`src/rtl/seq_multiplier.sv`:
```
// Sequential unsigned shift-and-add multiplier with valid/ready handshakes.
// Each operand pair takes WIDTH cycles in CALC, and the product is held in DONE until the consumer takes it.
module seq_multiplier #(
  parameter int WIDTH = 8
) (
  input  logic               clk,
  input  logic               reset,
  input  logic               in_valid,
  output logic               in_ready,
  input  logic [WIDTH-1:0]   a,
  input  logic [WIDTH-1:0]   b,
  output logic               out_valid,
  input  logic               out_ready,
  output logic [2*WIDTH-1:0] result,
  output logic               busy
);

  localparam int PW = 2 * WIDTH;
  localparam int CW = $clog2(WIDTH);

  typedef enum logic [1:0] {
    IDLE = 2'd0,
    CALC = 2'd1,
    DONE = 2'd2
  } state_t;

  state_t          state_q, state_d;
  logic [PW-1:0]   mcand_q, mcand_d;
  logic [WIDTH-1:0] mplier_q, mplier_d;
  logic [PW-1:0]   acc_q, acc_d;
  logic [PW-1:0]   result_q, result_d;
  logic [CW-1:0]   cnt_q, cnt_d;
  logic [PW-1:0]   sum_s;

  // The multiplicand shifts left and the multiplier shifts right, so bit 0 always selects the current partial product.
  assign sum_s = acc_q + (mplier_q[0] ? mcand_q : {PW{1'b0}});

  // Next-state and datapath update
  always_comb begin
    state_d  = state_q;
    mcand_d  = mcand_q;
    mplier_d = mplier_q;
    acc_d    = acc_q;
    result_d = result_q;
    cnt_d    = cnt_q;
    case (state_q)
      IDLE: begin
        if (in_valid) begin
          mcand_d  = {{WIDTH{1'b0}}, a};
          mplier_d = b;
          acc_d    = {PW{1'b0}};
          cnt_d    = CW'(WIDTH - 1);
          state_d  = CALC;
        end else begin
          state_d = IDLE;
        end
      end
      CALC: begin
        acc_d    = sum_s;
        mcand_d  = mcand_q << 1'b1;
        mplier_d = mplier_q >> 1'b1;
        if (cnt_q == {CW{1'b0}}) begin
          result_d = sum_s;
          state_d  = DONE;
        end else begin
          cnt_d = cnt_q - CW'(1);
        end
      end
      DONE: begin
        if (out_ready) begin
          state_d = IDLE;
        end else begin
          state_d = DONE;
        end
      end
      default: begin
        state_d = IDLE;
      end
    endcase
  end

  // State and datapath registers
  always_ff @(posedge clk or negedge reset) begin
    if (!reset) begin
      state_q  <= IDLE;
      mcand_q  <= {PW{1'b0}};
      mplier_q <= {WIDTH{1'b0}};
      acc_q    <= {PW{1'b0}};
      result_q <= {PW{1'b0}};
      cnt_q    <= {CW{1'b0}};
    end else begin
      state_q  <= state_d;
      mcand_q  <= mcand_d;
      mplier_q <= mplier_d;
      acc_q    <= acc_d;
      result_q <= result_d;
      cnt_q    <= cnt_d;
    end
  end

  assign in_ready  = (state_q == IDLE);
  assign out_valid = (state_q == DONE);
  assign busy      = (state_q == CALC) || (state_q == DONE);
  assign result    = result_q;

endmodule

```
`config.mk`:
```
export PLATFORM = sky130hd
export DESIGN_NAME = seq_multiplier
export DESIGN_NICKNAME = d
export VERILOG_FILES = /design/src/rtl/seq_multiplier.sv
export SDC_FILE = /design/constraint.sdc
export NUM_CORES = 1
export LEC_CHECK = 0
export CAP_MARGIN = 20
export CORE_MARGIN = 3
export CORE_UTILIZATION = 40
export CTS_CLUSTER_DIAMETER = 120
export DETAILED_ROUTE_END_ITERATION = 8
export GPL_TIMING_DRIVEN = 0
export SLEW_MARGIN = 5
export SYNTH_ARGS = -nofsm -noshare
export SYNTH_HDL_FRONTEND = slang
export SYNTH_SLANG_ARGS = --single-unit
```
`constraint.sdc`:
```
create_clock -name clk -period 3.5 [get_ports clk]
set_clock_uncertainty 0.05 [all_clocks]
set_input_delay 0.35 -clock clk [delete_from_list [all_inputs] [get_ports clk]]
set_output_delay 0.35 -clock clk [all_outputs]
set_load 0.05 [all_outputs]
```
==> flow_summary.toml, run 1 <==
[outcome]
run_status = "finished clean"

[route]
finalWirelength_um = 7843
drt-initial-drc-count = 137
detail_route.drc_violations = 0
vias = 2791
route.detailed.vias_per_inst = 5.296
antenna_left = 0
first_pass_iters = 4
wire_per_inst_um = 14.88

[synth]
syn_avg_cell_area_um2 = 9.272
count_of_state_elements_after_synthesis = 61
synth_flop_cell = "sky130_fd_sc_hd__dfrtp_1"
synthDominantCellAreaShare_pct = 44.74
synth.top_cells.by_area = "sky130_fd_sc_hd__dfrtp_1 (45%), sky130_fd_sc_hd__nand2_1 (8.8%), sky130_fd_sc_hd__ha_1 (7.3%), sky130_fd_sc_hd__o21ai_0 (6.9%), sky130_fd_sc_hd__mux2i_1 (4.1%)"
syn-cell-area_mm2 = 0.003412
synth_warnings = 0
synth_cell_types = 48
synthesized_net_count = 409
synth_top_area_cell = "sky130_fd_sc_hd__dfrtp_1"
yosysSeqAreaShare_pct = 44.74
asyncSetResetFlopFracSynth_pct = 100.0
postSynthCellCount = 368
synth-edff-count = 0

[finish]
drive_above_1_share_pct = 5.924
count_of_antenna_diodes_in_the_layout = 0
layout.cells.most_common = "sky130_fd_sc_hd__nand2_1"
layout.nets = 458
layout.cells.non_filler = 527
area_delta_synth_final_pct = 20.98
layout_common_cells = "sky130_fd_sc_hd__nand2_1 (80), sky130_fd_sc_hd__dfrtp_1 (61), sky130_fd_sc_hd__o21ai_0 (47)"
layout.cell_area.non_filler_mm2 = 0.004128

[critical_path]
worstPathRequired_ns = 3.67
slowest_stage = "sky130_fd_sc_hd__dfrtp_1"
critical_path.max_fanout = 10
r2r_setup_slack_ns = 0.40
startpoint_type = "flip-flop"
cp_data_arrival_time_ns = 3.27
r2r_end = "acc_q[14]$_DFFE_PN0P_"
r2r_start = "mplier_q[0]$_DFFE_PN0P_"
critical_path.max_stage_delay_ns = 0.48
setup.worst_path.end_class = "flip-flop"
length_in_cells_of_the_worst_reg_to_reg_path = 10
path_delay_family = "compound AO/OA/AOI/OAI gates"
crit_type = "reg2reg"
critical_path.n_buffers_inverters = 1
critical_path.cell_chain = "clkbuf_1, and2_1, ha_1, fa_1, a21o_1, a221oi_4, nor3_1, a2111oi_4, xor2_1, o21ai_1"

[grt]
global_route.usage.total_pct = 17.51
largest_net_degree_at_the_start_of_global_routing = 62
first_pass_grt_wire_length_um = 13660
grt_antenna_before_repair = 0
gr-total-overflow = 0
grt_pass1_vias = 2797

[place]
place_inst = 511
detailedPlacementHpwl_um = 5576
placedInstanceArea_mm2 = 0.003921
finalWeightedCongestion = 0.8369
numPortBuffers = 38

[clock_network]
clkSlewWorstSetupHoldPaths_ns = 0.07
post_cts_hold_buffer_count = 0
clock_tree.root_cell = "sky130_fd_sc_hd__clkbuf_8"
tritoncts = "yes"
clock_sinks = 61
max-clock-path-buffers = 2
cts.repair.resized = 0
cts.htree.levels = 3
clkLatencyLatePin_ns = 0.35
cts_buffers = 9
cts_setup_buffers = 0

[floorplan]
floorplan.initialDensity_pct = 41.32
core-area_mm2 = 0.008258
die_w_um = 98.36
die_y_um = 98.36
pin_count = 39
std_cell_rows = 33
dieArea_mm2 = 0.009675

[power]
leakage_nw = 1.855
ir_drop_v = 0.0007052
finalPower_mw = 2.890
powerDensity_mw_per_mm2 = 700.1

[sta]
report.final.setup_viol = 0
period_needed_ns = 3.102
final_max_slew_viol_count = 0
timing.fmax_mhz = 322.3
final_hold_viol_count = 0
final_min_period_over_clock_period_pct = 88.64
grt_setup_unrepaired = "no"
max_slew.worst_pin.slew_ns = 0.7716
slew-limit-headroom_pct = 48.56

[run]
max_cap_viols = 0

[hold_path]
hold_path_class = "in2async"
==> state kept, by name, indices dropped and copies added, names as in the netlist <==
register / flops
mplier_q: 8
result: 16
acc_q: 16
mcand_q: 16
cnt_q: 3
state_q: 2
==> synthesized netlist by cell type (2+ instances only) <==
cell,instances
sky130_fd_sc_hd__a21o_1,5
sky130_fd_sc_hd__a21oi_1,13
sky130_fd_sc_hd__and2_1,17
sky130_fd_sc_hd__and4_1,2
sky130_fd_sc_hd__buf_1,2
sky130_fd_sc_hd__buf_2,2
sky130_fd_sc_hd__clkbuf_1,16
sky130_fd_sc_hd__dfrtp_1,61
sky130_fd_sc_hd__ha_1,20
sky130_fd_sc_hd__inv_1,9
sky130_fd_sc_hd__mux2_2,3
sky130_fd_sc_hd__mux2i_1,14
sky130_fd_sc_hd__nand2_1,80
sky130_fd_sc_hd__nand2b_1,4
sky130_fd_sc_hd__nand3_1,14
sky130_fd_sc_hd__nor2_1,6
sky130_fd_sc_hd__nor3_1,2
sky130_fd_sc_hd__o21ai_0,47
sky130_fd_sc_hd__o21ai_1,3
sky130_fd_sc_hd__o311ai_1,2
sky130_fd_sc_hd__o31a_1,2
sky130_fd_sc_hd__o31ai_1,5
sky130_fd_sc_hd__or3_1,2
sky130_fd_sc_hd__xnor2_1,5
sky130_fd_sc_hd__xor2_1,9
==> worst register-to-register path: cells and delay by family, from the launching register on <==
| kind | cells | cell delay [ns] |
|---|---|---|
| adder cells (fa/ha/maj) | 2 | 0.63 |
| XOR/XNOR | 1 | 0.24 |
| buffers and inverters | 1 | 0.26 |
| AO/OA/AOI/OAI | 4 | 0.97 |
| AND/OR/NAND/NOR | 2 | 0.35 |
| flip-flops | 1 | 0.48 |
==> worst max-delay path by stage <==
stage	start	endpoint	slack, ns	depth (start not counted)
floorplan	mplier_q[0]$_DFFE_PN0P_	acc_q[14]$_DFFE_PN0P_	0.87	10
global placement	reset	mplier_q[3]$_DFFE_PN0P_	-0.03	1
detailed placement	mplier_q[0]$_DFFE_PN0P_	acc_q[14]$_DFFE_PN0P_	0.42	10
CTS	mplier_q[0]$_DFFE_PN0P_	acc_q[14]$_DFFE_PN0P_	0.40	10
global route	mplier_q[0]$_DFFE_PN0P_	acc_q[14]$_DFFE_PN0P_	0.23	10
finish	mplier_q[0]$_DFFE_PN0P_	acc_q[14]$_DFFE_PN0P_	0.40	10
==> report_power, final <==
| group | internal, mW | switching [mW] | total (mW) |
|---|---|---|---|
| Combinational | 0.406 | 0.800 | 1.21 |
| Sequential | 0.873 | 0.121 | 0.994 |
| Clock | 0.398 | 0.292 | 0.690 |
==> metal layers <==
metal  track usage (%)  share of wire, %  vias up
li1                  -                 -     1377
met1             23.97                48     1342
met2             27.35                45       56
met4             7.563               2.1        0
met5                 0                 0        -
met3             3.000               4.3       16
==> cells by family (layout without fill, tap and decap cells) <==
family | after synthesis | count (layout) | synth area share, %
AND/OR/NAND/NOR | 134 | 134 | 17.90
AO/OA/AOI/OAI | 92 | 92 | 17.49
flip-flops | 61 | 61 | 44.74
buffers and inverters | 29 | 83 | 3.264
adder cells (fa/ha/maj) | 21 | 21 | 7.921
multiplexers | 17 | 17 | 5.097
XOR/XNOR | 14 | 14 | 3.594
==> final cells by class <==
class,instances,area (um2)
Fill cell,810,4130
Multi-Input combinational cell,278,1774
Sequential cell,61,1526
Timing Repair Buffer,38,377.9
Clock buffer,11,131.4
Tap cell,105,131.4
Buffer,20,77.57
Clock inverter,5,75.07
Inverter,9,33.78
==> stage by stage <==
stage | setup TNS [ns] | utilization (%) | hold WS (ns) | worst slack, ns
after floorplan | 0 | - | 0.004409 | 0.8724
after global placement | -1.544 | 47.52 | 0.4121 | -0.03045
after detailed placement | 0 | 47.48 | 0.4156 | 0.4206
after CTS | 0 | 49.98 | 0.05939 | 0.3986
after global routing | 0 | 49.98 | 0.09898 | 0.2326
final | 0 | 49.98 | 0.02160 | 0.3975
Note: power is estimated with default switching activity, not from simulation.
==> run 2: changes to the inputs <==
--- a/config.mk
+++ b/config.mk
@@ -11,6 +11,7 @@
 export CTS_CLUSTER_DIAMETER = 120
 export DETAILED_ROUTE_END_ITERATION = 8
 export GPL_TIMING_DRIVEN = 0
+export HOLD_SLACK_MARGIN = 0.02
 export SLEW_MARGIN = 5
 export SYNTH_ARGS = -nofsm -noshare
 export SYNTH_HDL_FRONTEND = slang
==> results of run 2 <==
Same layout as run 1: the final DEF is identical, and so are final timing and power.
